===== src/rtl/ccff_loader_pkg.sv =====
// ccff_loader_pkg: shared state encoding and sizing helpers
// for the configuration chain loader.
package ccff_loader_pkg;

  typedef enum logic [1:0] {
    IDLE  = 2'd0,
    LOAD  = 2'd1,
    SHIFT = 2'd2,
    DONE  = 2'd3
  } state_e;

  function automatic int word_count(
    input int len,
    input int w
  );
    return (len + w - 1) / w;
  endfunction

  function automatic int last_word_bits(
    input int len,
    input int w
  );
    return ((len % w) == 0) ? w : (len % w);
  endfunction

endpackage


===== src/rtl/ccff_chain_loader_piso.sv =====
// ccff_piso_shifter: parallel-in/serial-out word register, bit index,
// and (CCFF_READBACK_EN) the ccff_tail collector.
module ccff_piso_shifter
  import ccff_loader_pkg::*;
#(
  parameter int DATA_W = 8,
  parameter int WB_W   = 3
) (
  input  logic              clk,
  input  logic              rst_n,
  input  logic              load,
  input  logic              shift,
  input  logic [DATA_W-1:0] in_data,
  output logic              head,
  output logic [WB_W-1:0]   word_bit
`ifdef CCFF_READBACK_EN
  ,
  input  logic              tail,
  input  logic              last,
  output logic [DATA_W-1:0] rb_data,
  output logic              rb_valid
`endif
);

  logic [DATA_W-1:0] sreg_q, sreg_d;
  logic [WB_W-1:0]   word_bit_q, word_bit_d;

  always_ff @(posedge clk or negedge rst_n) begin
    if (!rst_n) begin
      sreg_q     <= '0;
      word_bit_q <= '0;
    end else begin
      sreg_q     <= sreg_d;
      word_bit_q <= word_bit_d;
    end
  end

  always_comb begin
    sreg_d     = sreg_q;
    word_bit_d = word_bit_q;
    if (load) begin
      sreg_d     = in_data;
      word_bit_d = '0;
    end else if (shift) begin
      sreg_d     = sreg_q >> 1;
      word_bit_d = word_bit_q + WB_W'(1);
    end
  end

  assign head     = sreg_q[0];
  assign word_bit = word_bit_q;

`ifdef CCFF_READBACK_EN
  logic [DATA_W-1:0] col_q, col_d, col_nxt;
  logic [DATA_W-1:0] rb_data_q, rb_data_d;
  logic              rb_valid_q, rb_valid_d;

  always_ff @(posedge clk or negedge rst_n) begin
    if (!rst_n) begin
      col_q      <= '0;
      rb_data_q  <= '0;
      rb_valid_q <= 1'b0;
    end else begin
      col_q      <= col_d;
      rb_data_q  <= rb_data_d;
      rb_valid_q <= rb_valid_d;
    end
  end

  // Unfilled upper bits of a short final word stay zero.
  always_comb begin
    col_d      = col_q;
    rb_data_d  = rb_data_q;
    rb_valid_d = 1'b0;
    col_nxt    = col_q | (DATA_W'(tail) << word_bit_q);
    if (load) begin
      col_d = '0;
    end else if (shift) begin
      col_d = col_nxt;
      if (last || (word_bit_q == WB_W'(DATA_W - 1))) begin
        rb_data_d  = col_nxt;
        rb_valid_d = 1'b1;
        col_d      = '0;
      end
    end
  end

  assign rb_data  = rb_data_q;
  assign rb_valid = rb_valid_q;
`endif

endmodule


===== src/rtl/ccff_chain_loader.sv =====
// ccff_chain_loader: streams bitstream words LSB-first into the config
// flop chain. Define CCFF_READBACK_EN to return ccff_tail as rb_data words.
module ccff_chain_loader
  import ccff_loader_pkg::*;
#(
  parameter int DATA_W    = 8,
  parameter int CHAIN_LEN = 20,
  parameter int CNT_W     = $clog2(CHAIN_LEN + 1)
) (
  input  logic              prog_clk,
  input  logic              prog_reset,
  input  logic              start,
  input  logic              abort,
  input  logic [DATA_W-1:0] in_data,
  input  logic              in_valid,
  output logic              in_ready,
  output logic              ccff_head,
  output logic              ccff_shift_en,
  input  logic              ccff_tail,
  output logic              busy,
  output logic              done
`ifdef CCFF_READBACK_EN
  ,
  output logic [DATA_W-1:0] rb_data,
  output logic              rb_valid
`endif
);

  localparam int WB_W      = (DATA_W > 1) ? $clog2(DATA_W) : 1;
  localparam int N_WORDS   = word_count(CHAIN_LEN, DATA_W);
  localparam int LAST_BITS = last_word_bits(CHAIN_LEN, DATA_W);
  localparam int LAST_BASE = (N_WORDS - 1) * DATA_W;

  state_e            state_q, state_d;
  logic [CNT_W-1:0]  bit_cnt_q, bit_cnt_d;
  logic              load;
  logic              head_bit;
  logic [WB_W-1:0]   word_bit;
  logic              word_last;
  logic              fin;

  always_ff @(posedge prog_clk or negedge prog_reset) begin
    if (!prog_reset) begin
      state_q   <= IDLE;
      bit_cnt_q <= '0;
    end else begin
      state_q   <= state_d;
      bit_cnt_q <= bit_cnt_d;
    end
  end

  assign word_last = (word_bit == WB_W'(DATA_W - 1));
  // Last bit: inside the final word and at its truncated length.
  assign fin = (bit_cnt_q >= CNT_W'(LAST_BASE))
            && (word_bit == WB_W'(LAST_BITS - 1));

  always_comb begin
    state_d       = state_q;
    bit_cnt_d     = bit_cnt_q;
    in_ready      = 1'b0;
    ccff_shift_en = 1'b0;
    busy          = 1'b1;
    done          = 1'b0;
    load          = 1'b0;
    unique case (state_q)
      IDLE: begin
        busy = 1'b0;
        if (start && !abort) begin
          state_d   = LOAD;
          bit_cnt_d = '0;
        end
      end
      LOAD: begin
        in_ready = !abort;
        if (abort) begin
          state_d = IDLE;
        end else if (in_valid) begin
          load    = 1'b1;
          state_d = SHIFT;
        end
      end
      SHIFT: begin
        ccff_shift_en = 1'b1;
        bit_cnt_d     = bit_cnt_q + CNT_W'(1);
        if (abort) begin
          state_d = IDLE;
        end else if (fin) begin
          state_d = DONE;
        end else if (word_last) begin
          state_d = LOAD;
        end
      end
      DONE: begin
        done    = !abort;
        state_d = IDLE;
      end
      default: state_d = IDLE;
    endcase
    ccff_head = ccff_shift_en & head_bit;
  end

  ccff_piso_shifter #(
    .DATA_W (DATA_W),
    .WB_W   (WB_W)
  ) u_piso (
    .clk      (prog_clk),
    .rst_n    (prog_reset),
    .load     (load),
    .shift    (ccff_shift_en),
    .in_data  (in_data),
    .head     (head_bit),
    .word_bit (word_bit)
`ifdef CCFF_READBACK_EN
    ,
    .tail     (ccff_tail),
    .last     (ccff_shift_en & fin),
    .rb_data  (rb_data),
    .rb_valid (rb_valid)
`endif
  );

`ifndef CCFF_READBACK_EN
  logic unused_tail;
  assign unused_tail = ccff_tail;
`endif

endmodule

===== config.mk =====
export PLATFORM = sky130hd
export DESIGN_NAME = ccff_chain_loader
export DESIGN_NICKNAME = d
export VERILOG_FILES = /design/src/rtl/ccff_loader_pkg.sv /design/src/rtl/ccff_chain_loader_piso.sv /design/src/rtl/ccff_chain_loader.sv
export SDC_FILE = /design/constraint.sdc
export NUM_CORES = 1
export LEC_CHECK = 0
export ABC_AREA = 1
export CAP_MARGIN = 20
export CORE_MARGIN = 5
export CORE_UTILIZATION = 46
export DETAILED_ROUTE_END_ITERATION = 12
export HOLD_SLACK_MARGIN = 0.1
export PLACE_DENSITY = 0.74
export SLEW_MARGIN = 20
export SYNTH_ARGS = -nofsm -noshare
export SYNTH_HDL_FRONTEND = slang
export SYNTH_SLANG_ARGS = --single-unit

===== constraint.sdc =====
create_clock -name prog_clk -period 1.1 [get_ports prog_clk]
set_input_delay 0.275 -clock prog_clk [delete_from_list [all_inputs] [get_ports prog_clk]]
set_output_delay 0.275 -clock prog_clk [all_outputs]
set_load 0.01 [all_outputs]

* After elaboration in Yosys (flattened, before gate mapping)
Cells that the tools add are included.
Cells by class: add/subtract/negate cells 2, magnitude comparators 1, equal/unequal tests 8, muxes and demuxes 20, bitwise logic cells 1, reductions and logical operators 8
Operator list (count):
- two-way mux 8 bit | 2
- two-way mux 2 bit | 6
- one-hot mux 5 bit (2 select lines) | 1
- one-hot mux 2 bit (4 select lines) | 1
- two-way mux 1 bit | 7
- two-way mux 3 bit | 2
- adder 5 x 1 -> 5 bit (second input constant) | 1
- >= comparator 5 bit (second input constant) | 1
- two-way mux 5 bit | 1
- equality test 2 bit (second input constant) | 2
- inequality test 4 bit (second input constant) | 1
- nonzero test 2 bit | 2
- adder 3 x 1 -> 3 bit (second input constant) | 1
- equality test 3 x 2 -> 1 bit (second input constant) | 1
- equality test 3 bit (second input constant) | 1
- inequality test 3 bit (second input constant) | 1
- AND reduction 3 bit | 1
- equality test 2 x 1 -> 1 bit (second input constant) | 1
- logical AND 1 bit | 2
- logical NOT 2 bit | 1
- inequality test 2 bit (second input constant) | 1
- AND reduction 2 bit | 1
- AND 1 bit | 1
- logical NOT 1 bit | 1
Storage, ports and cells: register bits after elaboration 18, input bits 14, output and inout port bits 5, word-level logic and storage cells 44

* Depth between registers and ports, before layout
depth in word-level cells 5, mapped depth 8, depth with buffers taken out 8

* Cells and area by module
From an unflattened synthesis, not the netlist that was laid out.
Second synthesis, totals: cell total of the unflattened synthesis 124, area, all modules 992.2 um2
Modules (own cells, without submodules):
- ccff_piso_shifter | times used 1, cells each 58, area each 540.5 um2, sequential area each 275.3 um2
- ccff_chain_loader | times used 1, cells each 66, area each 451.7 um2, sequential area each 175.2 um2

* Least setup slack after synthesis
No wires, ideal clock.
path kind flip-flop to output port, start register state_q[0], end output ccff_head, arrival 0.971 ns, required time 0.825 ns, path slack -0.146 ns, stages on the path, launching flop included 5, cells stage by stage dfrtp_1 -> nor2_4 -> inv_2 -> buf_6 -> nor2_1
On the way: word-level cells in the longest chain between the ends 3
RTL lines:
- start, declared | line ccff_chain_loader.sv:34 | state_e state_q, state_d;
- start signal, assigned | line ccff_chain_loader.sv:47 | state_q <= state_d;
- equality test 2 bit | line ccff_chain_loader.sv:65 | unique case (state_q)
- two-way mux 1 bit | line ccff_chain_loader.sv:65
- AND 1 bit | line ccff_chain_loader.sv:99 | ccff_head = ccff_shift_en & head_bit;
- end, declared | line ccff_chain_loader.sv:17 | output logic ccff_head,
No other way between the ends.

* Worst setup path in the final report
start register state_q[0], end output in_ready
On the way: word-level cells in the longest chain between the ends 2
RTL lines:
- equality test 2 x 1 -> 1 bit | line ccff_chain_loader.sv:65
- two-way mux 1 bit | line ccff_chain_loader.sv:65
- end, declared | line ccff_chain_loader.sv:16 | output logic in_ready,
No other way between the ends.

==> impl_metrics.json <==
{
  "finalMaxSlewViolations": 0,
  "synth.avg_cell_area_um2": 7.90,
  "ir_worst_vdd_v": 0.00151,
  "rr_worst_depth": 10,
  "timing.fmax_mhz": 641,
  "syn_nets": 149,
  "antenna_found_initial": 0,
  "cts.sinks": 18,
  "n_antenna_cell": 0,
  "cap_violations": 0,
  "drt_iter0_markers": 27,
  "worst_pin_slew_ns": 0.224,
  "finalNetCount": 199,
  "vias_per_cell": 4.85,
  "hold_path_class": "input pin to async pin",
  "die_y_um": 57.3,
  "cts_buffers": 3,
  "skew_ns": 0.000370,
  "syn-cell-area_um2": 1030,
  "cts_tree": "done",
  "grt_pass1_vias": 1044,
  "die_w_um": 57.3,
  "final_cell_mix": "nand2_1 (29), buf_4 (20), dfrtp_1 (18), buf_6 (13)",
  "drtAntennaViolNets": 0,
  "clk_latency_ns": 0.29,
  "ys_dominant_reg_cell": "dfrtp_1",
  "multi_input_area_um2": 559,
  "final_cell_count_no_fill": 207,
  "cp-start-kind": "flop",
  "cp.required_ns": 0.82,
  "dpl_cell_area_um2": 1350,
  "root_buffer": "clkbuf_4",
  "drive_above_1_share_pct": 40.8,
  "synth_cell_types": 20,
  "syn_inst": 130,
  "violations": "negative setup slack",
  "p_per_area_nw_per_um2": 2380,
  "place.gp.congestion": 0.855,
  "ys_seq_elements": 18,
  "routed_wirelength_um": 2680,
  "ys.warnings.count": 0,
  "die_area_um2": 3280,
  "final_area_um2": 1620,
  "grt_pass1_wl_um": 4460,
  "r2r-start": "state_q[0]$_DFFE_PN0P_",
  "max_slew_margin_pct": 85.1,
  "critPathKind": "flop to output pin",
  "io_buffer_count": 17,
  "dp_hpwl_um": 1660,
  "critPathCaptureType": "output pin",
  "fin_crit_sh_pct": 142,
  "final_common_cell": "nand2_1",
  "ys_top_cells_by_area": "dfrtp_1 (44%), nand2_1 (15%), nand3_1 (6.8%)",
  "arrival_ns": 1.28,
  "seqCellArea_um2": 450,
  "p_leak_uw": 0.000817,
  "synth_area_leader_cell": "dfrtp_1",
  "finalSetupViolations": 23,
  "timing.setup.tns_ns": -6.74,
  "first_pass_iters": 4,
  "drc": 0,
  "status": "complete, but fails checks",
  "core-area_um2": 2170,
  "grtUsageTotal_pct": 17.1,
  "path_clk_slew_ns": 0.11,
  "dp.cells": 190,
  "synth_edf_count": 0,
  "rows": 17,
  "ys_async_sr_fraction_pct": 100,
  "rsz0062_at_grt": "true",
  "start_util_pct": 47.3,
  "overflow": 0,
  "syn2layout_area_growth_pct": 57.7,
  "fin_crit_ns": 1.56,
  "cts_max_path_buffers": 2,
  "hold_viol_final": 0,
  "utilization_pct": 74.7,
  "path_max_fanout": 3,
  "setup_ws_ns": -0.459,
  "critPathLaunch": "state_q[0]$_DFFE_PN0P_",
  "grt_max_degree": 19,
  "nFillCells": 158,
  "vias": 1003,
  "ys_seq_area_share_pct": 43.8,
  "ioPinCount": 19,
  "wire_per_inst_um": 12.9,
  "h-tree-depth": 1,
  "yosys.area.top_type_share_pct": 43.8
}
logic make-up after synthesis:
kind of cell | count (synthesis) | synth area share, %
AO/OA/AOI/OAI | 16 | 9.62
XOR/XNOR | 1 | 0.853
adder cells (fa/ha/maj) | 5 | 6.09
buffers and inverters | 20 | 10.7
flip-flops | 18 | 43.8
AND/OR/NAND/NOR | 70 | 28.9
power breakdown:
group,total [µW],internal (µW),switching [µW],leakage (µW)
Clock,408,201,207,0.0000210
Sequential,1140,940,200,0.000230
Combinational,2310,1210,1100,0.000566
Total,3860,2350,1510,0.000817
layout make-up:
class / instances / area share [%]
tap: 28 / 2.16
sequential: 18 / 27.8
inverter: 16 / 3.86
timing repair buffer: 49 / 29.4
multi-input combinational: 92 / 34.5
clock buffer: 4 / 2.24
timing repair:
| item | CTS | global route |
|---|---|---|
| hold buffers | 0 | 0 |
| pin swaps | 10 | 9 |
| buffers inserted | 10 | 5 |
| setup endpoints to repair | 23 | 23 |
| gates resized for setup | 53 | 12 |
registers in the layout, summed over array words and instances, names as in the netlist:
register,cells
state_q,2
u_piso.word_bit,3
bit_cnt_q,5
u_piso.sreg_q,8
worst paths after layout:
kind	to	slack, ns
setup / recovery	in_ready	-0.46
hold / removal	bit_cnt_q[3]$_DFFE_PN0P_	0.31
setup reg to reg	u_piso.sreg_q[5]$_DFFE_PN0P_	-0.32
hold reg to reg	u_piso.sreg_q[0]$_DFFE_PN0P_	0.53
max in group asynchronous	u_piso.sreg_q[3]$_DFFE_PN0P_	0.67
min in group prog_clk	u_piso.sreg_q[0]$_DFFE_PN0P_	0.53
critical path, stage by stage (launching register included):
cell,delay [ns]
dfrtp_1,0.42
buf_4,0.14
buf_4,0.13
inv_4,0.06
nor2_4,0.04
nand2_2,0.06
inv_2,0.04
buf_6,0.11
synthesized netlist by cell type (2+ instances only):
cell type	number
nand2_1	40
dfrtp_1	18
nand3_1	14
inv_1	13
nor2_1	11
o21ai_0	7
ha_1	5
o21ai_1	4
inv_2	3
o21ai_2	3
buf_6	2
clkbuf_8	2
per-stage QoR:
step | total power [µW] | setup WS (ns) | hold WS, ns
after floorplan | 2100 | -0.0866 | -0.0206
after global routing | 4140 | -0.521 | 0.301
final | 3860 | -0.459 | 0.306
after detailed placement | 2710 | -0.655 | 0.504
after global placement | 2650 | -0.624 | 0.491
after CTS | 3630 | -0.453 | 0.309
layer usage:
layer	track usage [%]	part of all wire [%]
met5	0	0
met4	5.96	2.2
met3	2.71	2.5
met2	31.5	55
met1	19.9	40
Power figures use the tool's default switching activity.
